## src/rtl/cpu_pkg.sv

```systemverilog
// Shared definitions for the multi-cycle RV32I core: opcode constants,
// controller state encoding and datapath mux-select enums.
package cpu_pkg;

    localparam logic [6:0] OPC_OP     = 7'b0110011;
    localparam logic [6:0] OPC_OP_IMM = 7'b0010011;
    localparam logic [6:0] OPC_LUI    = 7'b0110111;
    localparam logic [6:0] OPC_AUIPC  = 7'b0010111;
    localparam logic [6:0] OPC_LOAD   = 7'b0000011;
    localparam logic [6:0] OPC_STORE  = 7'b0100011;
    localparam logic [6:0] OPC_BRANCH = 7'b1100011;
    localparam logic [6:0] OPC_JAL    = 7'b1101111;
    localparam logic [6:0] OPC_JALR   = 7'b1100111;
    localparam logic [6:0] OPC_FENCE  = 7'b0001111;
    localparam logic [6:0] OPC_SYSTEM = 7'b1110011;

    typedef enum logic [2:0] {
        ST_BOOT   = 3'd0,
        ST_FETCH  = 3'd1,
        ST_DECODE = 3'd2,
        ST_EXEC   = 3'd3,
        ST_MEM    = 3'd4,
        ST_WB     = 3'd5,
        ST_TRAP   = 3'd6
    } ctrl_state_t;

    typedef enum logic [1:0] {
        PC_PLUS4 = 2'd0,
        PC_IMM   = 2'd1,
        PC_ALU   = 2'd2
    } pc_src_t;

    typedef enum logic [1:0] {
        ALU_A_RS1  = 2'd0,
        ALU_A_PC   = 2'd1,
        ALU_A_ZERO = 2'd2
    } alu_a_sel_t;

    typedef enum logic [1:0] {
        ALU_ADD   = 2'd0,
        ALU_CMP   = 2'd1,
        ALU_FUNCT = 2'd2
    } alu_op_class_t;

    typedef enum logic [1:0] {
        WB_ALU  = 2'd0,
        WB_LOAD = 2'd1,
        WB_PC4  = 2'd2
    } wb_sel_t;

endpackage

```

## src/rtl/multicycle_controller.sv

```systemverilog
// Main control FSM of the multi-cycle RV32I core: sequences fetch through
// write-back, drives datapath strobes/selects and counts retired instructions.
module multicycle_controller
    import cpu_pkg::*;
(
    input  logic        clk,
    input  logic        rst_n,
    input  logic [6:0]  opcode,
    input  logic [2:0]  funct3,
    input  logic        branch_taken,
    output logic        imem_req,
    input  logic        imem_ready,
    output logic        dmem_req,
    output logic        dmem_we,
    input  logic        dmem_ready,
    output logic        ir_we,
    output logic        pc_we,
    output logic [1:0]  pc_src,
    output logic [1:0]  alu_a_sel,
    output logic        alu_b_sel,
    output logic [1:0]  alu_op_class,
    output logic        rf_we,
    output logic [1:0]  wb_sel,
    output logic        trap,
    output logic [31:0] instret,
    output logic [2:0]  state
);

    ctrl_state_t state_q, state_d;
    logic [31:0] instret_q, instret_d;
    logic        retire;

    always_ff @(posedge clk or negedge rst_n) begin
        if (!rst_n) begin
            state_q   <= ST_BOOT;
            instret_q <= '0;
        end else begin
            state_q   <= state_d;
            instret_q <= instret_d;
        end
    end

    // Natural 32-bit wrap is the intended overflow behaviour.
    assign instret_d = instret_q + {31'd0, retire};
    assign instret   = instret_q;
    assign state     = state_q;

    always_comb begin
        state_d      = state_q;
        retire       = 1'b0;
        imem_req     = 1'b0;
        dmem_req     = 1'b0;
        dmem_we      = 1'b0;
        ir_we        = 1'b0;
        pc_we        = 1'b0;
        pc_src       = PC_PLUS4;
        alu_a_sel    = ALU_A_RS1;
        alu_b_sel    = 1'b0;
        alu_op_class = ALU_ADD;
        rf_we        = 1'b0;
        wb_sel       = WB_ALU;
        trap         = 1'b0;

        case (state_q)
            ST_BOOT: state_d = ST_FETCH;

            ST_FETCH: begin
                imem_req = 1'b1;
                ir_we    = imem_ready;
                if (imem_ready) state_d = ST_DECODE;
            end

            ST_DECODE: begin
                case (opcode)
                    OPC_OP, OPC_OP_IMM, OPC_LUI, OPC_AUIPC, OPC_LOAD,
                    OPC_STORE, OPC_BRANCH, OPC_JAL, OPC_FENCE:
                        state_d = ST_EXEC;
                    OPC_JALR: state_d = (funct3 == 3'b000) ? ST_EXEC : ST_TRAP;
                    default:  state_d = ST_TRAP;
                endcase
            end

            ST_EXEC: begin
                case (opcode)
                    OPC_OP: begin
                        alu_op_class = ALU_FUNCT;
                        state_d      = ST_WB;
                    end
                    OPC_OP_IMM: begin
                        alu_b_sel    = 1'b1;
                        alu_op_class = ALU_FUNCT;
                        state_d      = ST_WB;
                    end
                    OPC_LUI: begin
                        alu_a_sel = ALU_A_ZERO;
                        alu_b_sel = 1'b1;
                        state_d   = ST_WB;
                    end
                    OPC_AUIPC: begin
                        alu_a_sel = ALU_A_PC;
                        alu_b_sel = 1'b1;
                        state_d   = ST_WB;
                    end
                    OPC_LOAD, OPC_STORE: begin
                        alu_b_sel = 1'b1;
                        state_d   = ST_MEM;
                    end
                    OPC_BRANCH: begin
                        alu_op_class = ALU_CMP;
                        pc_we        = 1'b1;
                        pc_src       = branch_taken ? PC_IMM : PC_PLUS4;
                        retire       = 1'b1;
                        state_d      = ST_FETCH;
                    end
                    OPC_JAL: begin
                        rf_we   = 1'b1;
                        wb_sel  = WB_PC4;
                        pc_we   = 1'b1;
                        pc_src  = PC_IMM;
                        retire  = 1'b1;
                        state_d = ST_FETCH;
                    end
                    OPC_JALR: begin
                        alu_b_sel = 1'b1;
                        rf_we     = 1'b1;
                        wb_sel    = WB_PC4;
                        pc_we     = 1'b1;
                        pc_src    = PC_ALU;
                        retire    = 1'b1;
                        state_d   = ST_FETCH;
                    end
                    OPC_FENCE: begin
                        pc_we   = 1'b1;
                        retire  = 1'b1;
                        state_d = ST_FETCH;
                    end
                    default: state_d = ST_TRAP;
                endcase
            end

            // Address operands stay selected so the ALU result is stable for the whole access.
            ST_MEM: begin
                dmem_req  = 1'b1;
                dmem_we   = (opcode == OPC_STORE);
                alu_b_sel = 1'b1;
                if (dmem_ready) begin
                    if (opcode == OPC_STORE) begin
                        pc_we   = 1'b1;
                        retire  = 1'b1;
                        state_d = ST_FETCH;
                    end else begin
                        state_d = ST_WB;
                    end
                end
            end

            ST_WB: begin
                rf_we   = 1'b1;
                pc_we   = 1'b1;
                wb_sel  = (opcode == OPC_LOAD) ? WB_LOAD : WB_ALU;
                retire  = 1'b1;
                state_d = ST_FETCH;
            end

            ST_TRAP: trap = 1'b1;

            default: state_d = ST_BOOT;
        endcase
    end

endmodule

```

## config.mk

```make
export PLATFORM = sky130hd
export DESIGN_NAME = multicycle_controller
export DESIGN_NICKNAME = d
export VERILOG_FILES = /design/src/rtl/cpu_pkg.sv /design/src/rtl/multicycle_controller.sv
export SDC_FILE = /design/constraint.sdc
export NUM_CORES = 1
export LEC_CHECK = 0
export CORE_AREA = 2 2 62 93
export DETAILED_ROUTE_END_ITERATION = 8
export DIE_AREA = 0 0 64 95
export GPL_TIMING_DRIVEN = 0
export PLACE_DENSITY = 0.69
export SLEW_MARGIN = 20
export SYNTH_ARGS = -nofsm -noshare
export SYNTH_HDL_FRONTEND = slang
export SYNTH_SLANG_ARGS = --single-unit
```

## constraint.sdc

```tcl
create_clock -name clk -period 2.15 [get_ports clk]
set_clock_uncertainty 0.2 [all_clocks]
set_input_delay 0.645 -clock clk [delete_from_list [all_inputs] [get_ports clk]]
set_output_delay 0.645 -clock clk [all_outputs]
set_load 0.1 [all_outputs]
```

Word-level counts from Yosys, hierarchy flattened. Index checks and enable logic that the tools add are counted.

Logic and storage cells: 63. Output and inout port bits: 51. Register bits after elaboration: 35. Bits of input ports: 15.

Bitwise gates (word level): 1. Equal/unequal tests: 18. Add/sub/neg operators: 1. Mux-type cells: 30. Reduce and logical (&&, ||, !) cells: 11.

Operators by type and width (number): adder 32 x 1 -> 32 bit (1); equality test 7 x 6 -> 1 bit, second input constant (3); equality test 7 bit, second input constant (3); one-hot mux 3 bit (6 select lines) (1); equality test 7 x 5 -> 1 bit, second input constant (2); two-way mux 1 bit (12); two-way mux 3 bit (4); one-hot mux 2 bit (2 select lines) (3); equality test 3 bit, second input constant (3); one-hot mux 3 bit (3 select lines) (1); OR reduction 9 bit (1); two-way mux 2 bit (4); OR reduction 2 bit (4); OR reduction 4 bit (2); equality test 7 x 2 -> 1 bit, second input constant (1); equality test 7 x 4 -> 1 bit, second input constant (1); equality test 3 x 2 -> 1 bit, second input constant (2); logical NOT 3 bit (2); one-hot mux 2 bit (3 select lines) (1); one-hot mux 3 bit (2 select lines) (1); OR reduction 6 bit (1); != test 2 bit, second input constant (2); one-hot mux 1 bit (2 select lines) (2); equality test 3 x 1 -> 1 bit, second input constant (1); 3 further kinds (3).

Longest topological paths before layout. Gate-level depths: netlist of run 1.

Depth in word-level cells: 5. Gate-level depth with buffers: 10. Gate-level depth less buffers: 10.

Worst setup path after synthesis of run 1. No wires, ideal clock.

Path type: flip-flop to output port. From: register state_q[0], in the netlist state[0]. To: output alu_a_sel[0]. Arrival time: 4.429 ns. Setup slack: -3.124 ns. Stages on the path, launching flop included: 4. Cell sequence: dfrtp_1 -> and2b_1 -> nand4_2 -> nor4_1.

Cells in the longest elaborated chain, start to end: 2.

Ends and longest elaborated chain: from (decl) (line multicycle_controller.sv:29) `ctrl_state_t state_q, state_d;`; from (signal assigned) (line multicycle_controller.sv:38) `state_q <= state_d;`; equality test 3 x 2 -> 1 bit (line multicycle_controller.sv:64) `case (state_q)`; two-way mux 2 bit (line multicycle_controller.sv:64); to (decl) (line multicycle_controller.sv:19) `output logic [1:0] alu_a_sel,`.

Every way passes these cells.

Worst setup path after layout of run 1.
From: register state_q[2], in the netlist state[2]. To: output pc_src[0].

Cells in the longest elaborated chain, start to end: 2.

Ends and longest elaborated chain: equality test 3 x 2 -> 1 bit (line multicycle_controller.sv:64); two-way mux 2 bit (line multicycle_controller.sv:64); to (decl) (line multicycle_controller.sv:18) `output logic [1:0] pc_src,`.

Every way passes these cells.

==> impl_metrics.ini, run 1 <==
[placement]
hpwl_um = 3750
place.port_buffers = 64
routabilityCongestion = 0.900
dpl.cell_count = 328
place_worst_setup_slack_ps = -2030
postPlaceCellArea_sq_mm = 0.00299

[route]
avgRoutedWirePerCell_um = 16.6
route.antenna.remaining_nets = 0
drt-initial-drc-count = 156
drc_errors = 0
drt_pass1_iterations = 4
detail_route.wirelength_um = 6430
post_drt_via_cell_ratio = 5.15
route.vias.total = 2000

[status]
status = finished, violations left
failed_checks = negative setup slack

[grt]
grt_start_max_net_pins = 31
grt_pass1_wl_um = 10600
antenna_found_initial = 0
grt_pass1_vias = 2197
gr-usage-all-layers = 0.225
global_route.overflow_total = 0

[clock_network]
numClockSinks = 35
clock_tree.buffer_depth = 2
numCtsBuffers = 5
ctsHtreeMaxLevel = 2
clkLatencyLatePin_ps = 290
tritoncts = done
cts.root.buffer_cell = clkbuf_8
cts.reportedPaths.clkPinSlew_ps = 70

[layout]
share_of_final_layout_standard_cells_stronger_than_drive_strength_1 = 0.623
stdcell_count = 388
finalNetCount = 335
final_area_sq_mm = 0.00388
finalCoreUtilization = 0.728
antenna_cells_inserted = 0
area_overhead_vs_synth_pct = 99.9

[pwr]
cell_pwr_density_mw_per_mm2 = 926
finalPower_mw = 3.59
vdd_ir_drop_max_mv = 1.06
power_leakage_nw = 1.72

[job]
timing.max_cap.violations = 0

[sta]
worstMarginPinSlew_ps = 545
max_fclk_mhz = 352
layout_setup_ws_ps = -689
final_min_period_over_clock_period = 1.32
fin_setup_tns_ps = -22350
finalSetupViolations = 46
timing_max_transition_violations_final = 0
holdWs_ps = 271
report.final.hold_viol_count = 0
final_period_minus_worst_setup_slack_ps = 2840
worst_slew_margin_rel = 0.639
rsz_0062_raised_after_global_routing = true

[critical_path]
cp_endpoint_kind = output pin
start_kind = flip-flop
crit_type = reg2out
crit_required_ps = 1300
crit_path_max_incr_delay_ps = 500
cp.arrival_ps = 1990
crit_slowest_cell = dfrtp_4
path_max_fanout = 4
critical_path.n_buffers_inverters = 1
critPathTopFamily = simple AND/OR/NAND/NOR gates
path_cells = and2b_2 > nand4_4 > or3_4 > a21oi_4 > buf_12

[logic_synthesis]
number_of_cells_produced_by_synthesis = 193
yosysSeqAreaShare = 0.452
synth_edf_count = 0
yosysWarningCount = 0
synth_fp_nets = 211
post_synth_instance_area_sq_mm = 0.00194
postSynthAreaPerCell_sq_um = 10.0
flip_flop_and_latch_count_after_synthesis = 35
post_synth_num_cell_types = 42
ys.flop_type = dfrtp_1
synthArstFlopShare = 1.00

[die]
initial_core_util = 0.364
die_area_sq_mm = 0.00608
ios = 66
row_count = 33
die_w_um = 64
chipHeight_um = 95
coreArea_sq_mm = 0.00533

[hold_path]
class_of_the_tightest_hold_or_removal_check = reg2reg
-- logic make-up (layout without fill, tap and decap cells) --
group / count (synthesis) / in the layout / synth area share
fa+ha+maj: 3 / 3 / 0.0194
simple gates: 92 / 92 / 0.280
compound gates: 20 / 20 / 0.0703
xor+xnor: 31 / 31 / 0.140
flops: 35 / 35 / 0.452
buf+inv: 12 / 137 / 0.0387
-- Yosys cell counts (3+ instances only) --
cell / instances / area share
nor2_1: 12 / 0.023
ha_1: 3 / 0.019
nand4_1: 13 / 0.042
xnor2_1: 25 / 0.11
nor3_1: 4 / 0.010
inv_1: 5 / 0.0097
and3_1: 5 / 0.016
buf_6: 3 / 0.017
and2_1: 4 / 0.013
nand2b_1: 4 / 0.013
a21oi_1: 6 / 0.015
nor4_1: 4 / 0.013
dfrtp_1: 35 / 0.45
xor2_1: 6 / 0.027
nand3_1: 15 / 0.039
nand2_1: 11 / 0.021
-- sequential cells by signal (all words and copies together), names as in the netlist --
signal   cells
instret     32
state        3
-- report_power, final --
| group | internal (mW) | leakage (nW) | switching (mW) |
|---|---|---|---|
| clock | 0.375 | 0.0612 | 0.246 |
| combinational | 0.767 | 1.19 | 1.33 |
| sequential | 0.748 | 0.473 | 0.123 |
| total | 1.89 | 1.72 | 1.70 |
-- cells in the final DEF, fill, tap and decap left out, drive strengths merged, types with 2 or more instances in the layout --
master	count
and4	3
o211ai	2
xnor2	25
nor3b	2
nand2b	4
and3	7
nor3	5
o2111ai	2
nand3	15
and2	4
nor2	12
a211oi	2
dfrtp	35
a21oi	6
clkbuf	11
o21ai	2
xor2	6
nor4	4
clkdlybuf4s15	7
nand3b	2
nand2	11
or3	2
ha	3
nand4	15
buf	98
clkdlybuf4s50	6
clkdlybuf4s18	7
or2	2
inv	4
-- layout make-up --
cell class	count	area [sq um]
buffer	6	76.3
multi-input combinational	146	1500
sequential	35	887
inverter	5	22.5
clock buffer	6	82.6
timing repair buffer	118	1190
fill	375	1450
clock inverter	2	35.0
tap	70	87.6
-- routing by layer --
metal	vias to the layer above	global-route usage	part of all wire
met3	11	0.0441	0.043
met4	0	0.107	0.021
li1	938	-	-
met5	-	0	0
met1	979	0.229	0.36
met2	72	0.430	0.58
-- worst register-to-register path: stages (launching register included) --
cell and delay (ps):
dfrtp_4 500, and2b_2 260, buf_4 110, buf_4 100
nand2_1 90, o22ai_4 230, buf_6 130, ha_4 120
ha_4 150, nand3_4 90, nor3_4 170, buf_6 160
nand4_1 140, xnor2_1 220
-- path summary, 6_finish.rpt --
kind / start / end / slack [ps] / cells past startpoint
worst max-delay path: state[2] / pc_src[0] / -690 / 5
worst min-delay path: instret[31] / instret[31] / 270 / 1
worst max register to register: state[2] / instret[20] / -600 / 13
worst min register to register: instret[31] / instret[31] / 270 / 1
max in group asynchronous: rst_n / state[2] / 810 / 3
min in group asynchronous: rst_n / instret[21] / 520 / 2
-- timing repair --
action / 4_1_cts / 5_1_grt
buffers inserted: 39 / 16
endpoints found under the setup margin: 85 / 64
pin swaps: 36 / 28
endpoints found under the hold margin: 5 / 0
hold buffers: 1 / 0
gates cloned: 2 / 0
resized for setup: 353 / 54
Note: power is estimated with default switching activity, not from simulation.
==> run 2, diff against run 1 <==
Clock period 2.15 ns to 2.4 ns, I/O delays scaled along.
==> run 2 against run 1 <==
Against the previous run: the run still ends with negative setup slack left; final cell count down 3.6%; critical path depth up 3; worst setup slack better by 210 ps; first-iteration DRC count up 6.4%; highest routed layer unchanged.
==> impl_metrics.ini, run 2 (same netlist as run 1, synthesis figures left out) <==
[status]
status = finished, violations left
failed_checks = negative setup slack

[placement]
routabilityCongestion = 0.915
place_worst_setup_slack_ps = -1900
place.port_buffers = 64
hpwl_um = 3780

[layout]
finalNetCount = 322
largest_reg_flops = 32
antenna_cells_inserted = 0
most_frequent_standard_cell_in_the_layout_excluding_fill_and_tap_cells = clkdlybuf4s15_2
area_overhead_vs_synth_pct = 99.0
layout_common_cells = 35 x clkdlybuf4s15_2, 32 x dfrtp_1, 27 x buf_4, 23 x xnor2_1, 21 x buf_6
share_of_final_layout_standard_cells_stronger_than_drive_strength_1 = 0.586

[sta]
report.final.hold_viol_count = 0
worstMarginPinSlew_ps = 554
worst_slew_margin_rel = 0.632
final_min_period_over_clock_period = 1.20
rsz_0062_raised_after_global_routing = true
finalSetupViolations = 39
final_period_minus_worst_setup_slack_ps = 2880
layout_setup_ws_ps = -484
timing_max_transition_violations_final = 0
max_fclk_mhz = 347

[route]
drt_pass1_iterations = 4
detail_route.wirelength_um = 6220
drc_errors = 0
route.antenna.remaining_nets = 0
avgRoutedWirePerCell_um = 16.6
route.vias.total = 1984
drt-initial-drc-count = 166
post_drt_via_cell_ratio = 5.30

[grt]
grt_pass1_wl_um = 9470
grt_pass1_vias = 1983
global_route.overflow_total = 0
antenna_found_initial = 0
gr-usage-all-layers = 0.200
grt_start_max_net_pins = 33

[pwr]
power_leakage_nw = 1.60
sequentialPowerShare = 0.248
part_of_the_total_power_dissipated_in_the_clock_network = 0.140
power.net_switching_mw = 1.50
finalPower_mw = 3.06
vdd_ir_drop_max_mv = 0.868
switching_share = 0.490
cell_pwr_density_mw_per_mm2 = 793
pwr-share-comb = 0.612
internal_power_mw = 1.56

[critical_path]
crit_path_max_incr_delay_ps = 270
cp.arrival_ps = 1960
crit_top_cell = buf_12
crit_required_ps = 1480
crit_slowest_cell = or2_4
start_kind = primary input
path_cells = buf_12 > or2_4 > nor4_4 > a31oi_2 > o22ai_4 > buf_6 > buf_4 > buf_12
crit_type = in2out
path_max_fanout = 3
cp_endpoint_kind = output pin

[clock_network]
cts.root.buffer_cell = clkbuf_8
ctsHoldBuffers = 0
numCtsBuffers = 5
clkLatencyLatePin_ps = 290
numClockSinks = 35
ctsHtreeMaxLevel = 2
cts.reportedPaths.clkPinSlew_ps = 70
tritoncts = done
clock_tree.buffer_depth = 2

[die]
chipHeight_um = 95
row_count = 33
die_area_sq_mm = 0.00608
ios = 66
coreArea_sq_mm = 0.00533
initial_core_util = 0.364
die_w_um = 64

[job]
timing.max_cap.violations = 0

[hold_path]
class_of_the_tightest_hold_or_removal_check = in2async
run 2: cell count changes in the layout (fill, tap and decap cells not counted), sizes merged:
| cell | before | now |
|---|---|---|
| bufinv | 1 | 0 |
| clkbuf | 11 | 8 |
| clkdlybuf4s18 | 7 | 0 |
| buf | 98 | 68 |
| dlygate4sd2 | 0 | 1 |
| clkdlybuf4s15 | 7 | 35 |
| clkdlybuf4s50 | 6 | 5 |
| dlygate4sd3 | 1 | 0 |
run 2: timing repair:
item | in CTS | in global routing
resized for setup | 294 | 52
endpoints found under the setup margin | 84 | 43
pin swaps | 21 | 30
cloned | 0 | 1
buffers inserted | 22 | 18
run 2: path summary, 6_finish.rpt:
| kind | cells past startpoint | slack (ps) | to | from |
|---|---|---|---|---|
| setup / recovery | 8 | -480 | pc_we | opcode[2] |
| hold / removal | 1 | 30 | instret[22] | rst_n |
| setup reg to reg | 12 | -310 | instret[30] | state[2] |
| hold reg to reg | 1 | 290 | instret[31] | instret[31] |
| max in group asynchronous | 2 | 1570 | state[1] | rst_n |
| min in group clk | 1 | 290 | instret[31] | instret[31] |
run 2: critical path, delay by kind of cell:
kind / cells / cell delay (ps)
buffers and inverters: 4 / 500
AND/OR/NAND/NOR: 2 / 440
AO/OA/AOI/OAI: 2 / 280
run 2: layout make-up:
| cell class | instances | area, sq um |
|---|---|---|
| fill | 354 | 1470 |
| multi-input combinational | 146 | 1460 |
| timing repair buffer | 105 | 1250 |
| sequential | 35 | 887 |
| tap | 70 | 87.6 |
| clock buffer | 6 | 82.6 |
| buffer | 6 | 62.6 |
| inverter | 5 | 22.5 |
| clock inverter | 1 | 5.00 |
run 2: per-stage QoR:
step                      std cells  utilization  TNS (ps)  hold slack, ps  area (sq um)
final                           374        0.724    -12730            30.3          3860
after global routing            374        0.724    -16650            19.9          3860
after CTS                       357        0.656    -14350            29.9          3490
after detailed placement        328        0.556    -62270             266          2960
after global placement          327        0.553    -73320             259          2950
after floorplan                 193            -    -35760             224          2220
run 2: power by group through the flow:
stage / sequential [mW] / combinational, mW / clock (mW)
2_1_floorplan: 1.24 / 0.675 / 0
3_3_place_gp: 0.820 / 1.41 / 0
3_5_place_dp: 0.820 / 1.43 / 0
4_1_cts: 0.794 / 1.61 / 0.435
5_1_grt: 0.774 / 1.95 / 0.476
6_report: 0.759 / 1.87 / 0.429
run 2: metal layers:
metal | track usage | vias to the layer above | share of wire
met3 | 0.0489 | 11 | 0.055
met2 | 0.357 | 81 | 0.57
met1 | 0.221 | 980 | 0.35
met4 | 0.0924 | 0 | 0.021
li1 | - | 912 | -
met5 | 0 | - | 0
==> run 3, diff against run 2 <==
Settings changed: CORE_AREA 2 2 62 93 to 2 2 86 67, DIE_AREA 0 0 64 95 to 0 0 88 69, PLACE_DENSITY 0.69 to 0.7.
==> run 3 against run 2 <==
Against the previous run: the run still ends with negative setup slack left; register-to-register slack got worse by 40 ps; hold slack improved by 30 ps; clock power down 6.5%; non-clock buffer count is 1 higher; critical endpoint unchanged; largest cell class unchanged.
==> impl_metrics.ini, run 3 (same netlist as run 1, synthesis figures left out) <==
[die]
ios = 66
chipHeight_um = 69
die_area_sq_mm = 0.00607
initial_core_util = 0.372
die_w_um = 88
row_count = 23
coreArea_sq_mm = 0.00521

[clock_network]
cts.reportedPaths.clkPinSlew_ps = 70
clock_tree.buffer_depth = 2
numClockSinks = 35
ctsHoldBuffers = 0
tritoncts = done
cts.root.buffer_cell = clkbuf_8
ctsHtreeMaxLevel = 2
clkLatencyLatePin_ps = 280
numCtsBuffers = 5

[grt]
global_route.overflow_total = 0
globalRouteMet1Util = 0.309
grt_use_met2 = 0.312
grt_pass1_wl_um = 9920
grt_most_used_layer = met2
gr-usage-all-layers = 0.211
grt_start_max_net_pins = 30
antenna_found_initial = 0
globalRouteMet3Util = 0.0455
grt_pass1_vias = 1914

[critical_path]
start_kind = primary input
rrSetupSlack_ps = -350
ff2ff_path_depth = 12
cp.arrival_ps = 2030
last_element_of_the_critical_path = pc_we
cp_endpoint_kind = output pin
worstReg2RegStart = state[2]
path_max_fanout = 2
crit_type = in2out
setup.worst_path.start = opcode[3]
reg2reg_to = instret[30]
crit_required_ps = 1480

[layout]
finalCoreUtilization = 0.725
most_frequent_standard_cell_in_the_layout_excluding_fill_and_tap_cells = clkdlybuf4s15_2
share_of_final_layout_standard_cells_stronger_than_drive_strength_1 = 0.564
area_overhead_vs_synth_pct = 94.7
layout_common_cells = 34 x clkdlybuf4s15_2, 32 x dfrtp_1, 31 x buf_4, 24 x xnor2_1
finalNetCount = 323
largest_reg_flops = 32
antenna_cells_inserted = 0

[sta]
rsz_0062_raised_after_global_routing = true
fin_setup_tns_ps = -15490
max_fclk_mhz = 339
final_period_minus_worst_setup_slack_ps = 2950
worstMarginPinSlew_ps = 578
worst_slew_margin_rel = 0.616
timing_max_transition_violations_final = 0
layout_setup_ws_ps = -552
final_min_period_over_clock_period = 1.23
finalSetupViolations = 42
report.final.hold_viol_count = 0

[route]
avgRoutedWirePerCell_um = 18.5
drt_pass1_iterations = 4
route.antenna.remaining_nets = 0
drt-initial-drc-count = 125
detail_route.wirelength_um = 7040
post_drt_via_cell_ratio = 5.28
drc_errors = 0
route.vias.total = 2006

[placement]
place_worst_setup_slack_ps = -1870
hpwl_um = 3740
place.port_buffers = 64
routabilityCongestion = 0.797

[status]
failed_checks = negative setup slack
status = finished, violations left

[pwr]
cell_pwr_density_mw_per_mm2 = 826
power_leakage_nw = 1.57
vdd_ir_drop_max_mv = 0.401

[job]
timing.max_cap.violations = 0

[hold_path]
class_of_the_tightest_hold_or_removal_check = in2async
-- run 3: worst min-delay path by stage --
| stage | from | end | cells past startpoint |
|---|---|---|---|
| 2_1_floorplan | rst_n | instret[0] | 0 |
| 3_3_place_gp | instret[31] | instret[31] | 1 |
| 3_5_place_dp | instret[31] | instret[31] | 1 |
| 4_1_cts | rst_n | state[1] | 1 |
| 5_1_grt | rst_n | state[1] | 1 |
| 6_report | rst_n | state[1] | 1 |
-- run 3: timing repair --
item                                    CTS  global route
endpoints found under the setup margin   84            44
resized for setup                       300            38
setup buffers                            25            19
pin swaps                                30            21
gates cloned                              1             1
-- run 3: cell type report --
| class | instances | area, sq um |
|---|---|---|
| clock buffer | 7 | 76.3 |
| timing repair buffer | 106 | 1220 |
| fill | 341 | 1430 |
| tap | 75 | 93.8 |
| multi-input combinational | 146 | 1400 |
| buffer | 6 | 68.8 |
| sequential | 35 | 887 |
| inverter | 5 | 22.5 |
-- run 3: worst max-delay path, stage by stage --
cell and delay (ps):
buf_6 90, or2_4 260, nor4_4 260, a31oi_4 140, o22ai_4 150, buf_6 120
buf_4 110, buf_12 160
-- run 3: report_power, final --
group | internal (mW) | switching (mW) | leakage (nW) | total, mW
Sequential | 0.670 | 0.108 | 0.473 | 0.778
Clock | 0.200 | 0.201 | 0.0383 | 0.401
Combinational | 0.694 | 1.25 | 1.06 | 1.94
-- run 3: routing by layer --
layer / wire [um] / vias up / share of wire
met4: 193 / 0 / 0.027
met3: 355 / 17 / 0.050
met1: 2950 / 992 / 0.42
li1: - / 921 / -
met5: 0 / - / 0
met2: 3540 / 76 / 0.50
-- run 3: stage by stage --
| stage | area [sq um] | std cells | power (mW) | hold WS (ps) |
|---|---|---|---|---|
| 6_report | 3780 | 380 | 3.12 | 60.5 |
| 5_1_grt | 3780 | 380 | 3.23 | 54.2 |
| 4_1_cts | 3530 | 363 | 2.90 | 58.3 |
| 3_5_place_dp | 2970 | 333 | 2.25 | 267 |
| 3_3_place_gp | 2950 | 332 | 2.23 | 266 |
| 2_1_floorplan | 2220 | 193 | 1.91 | 224 |
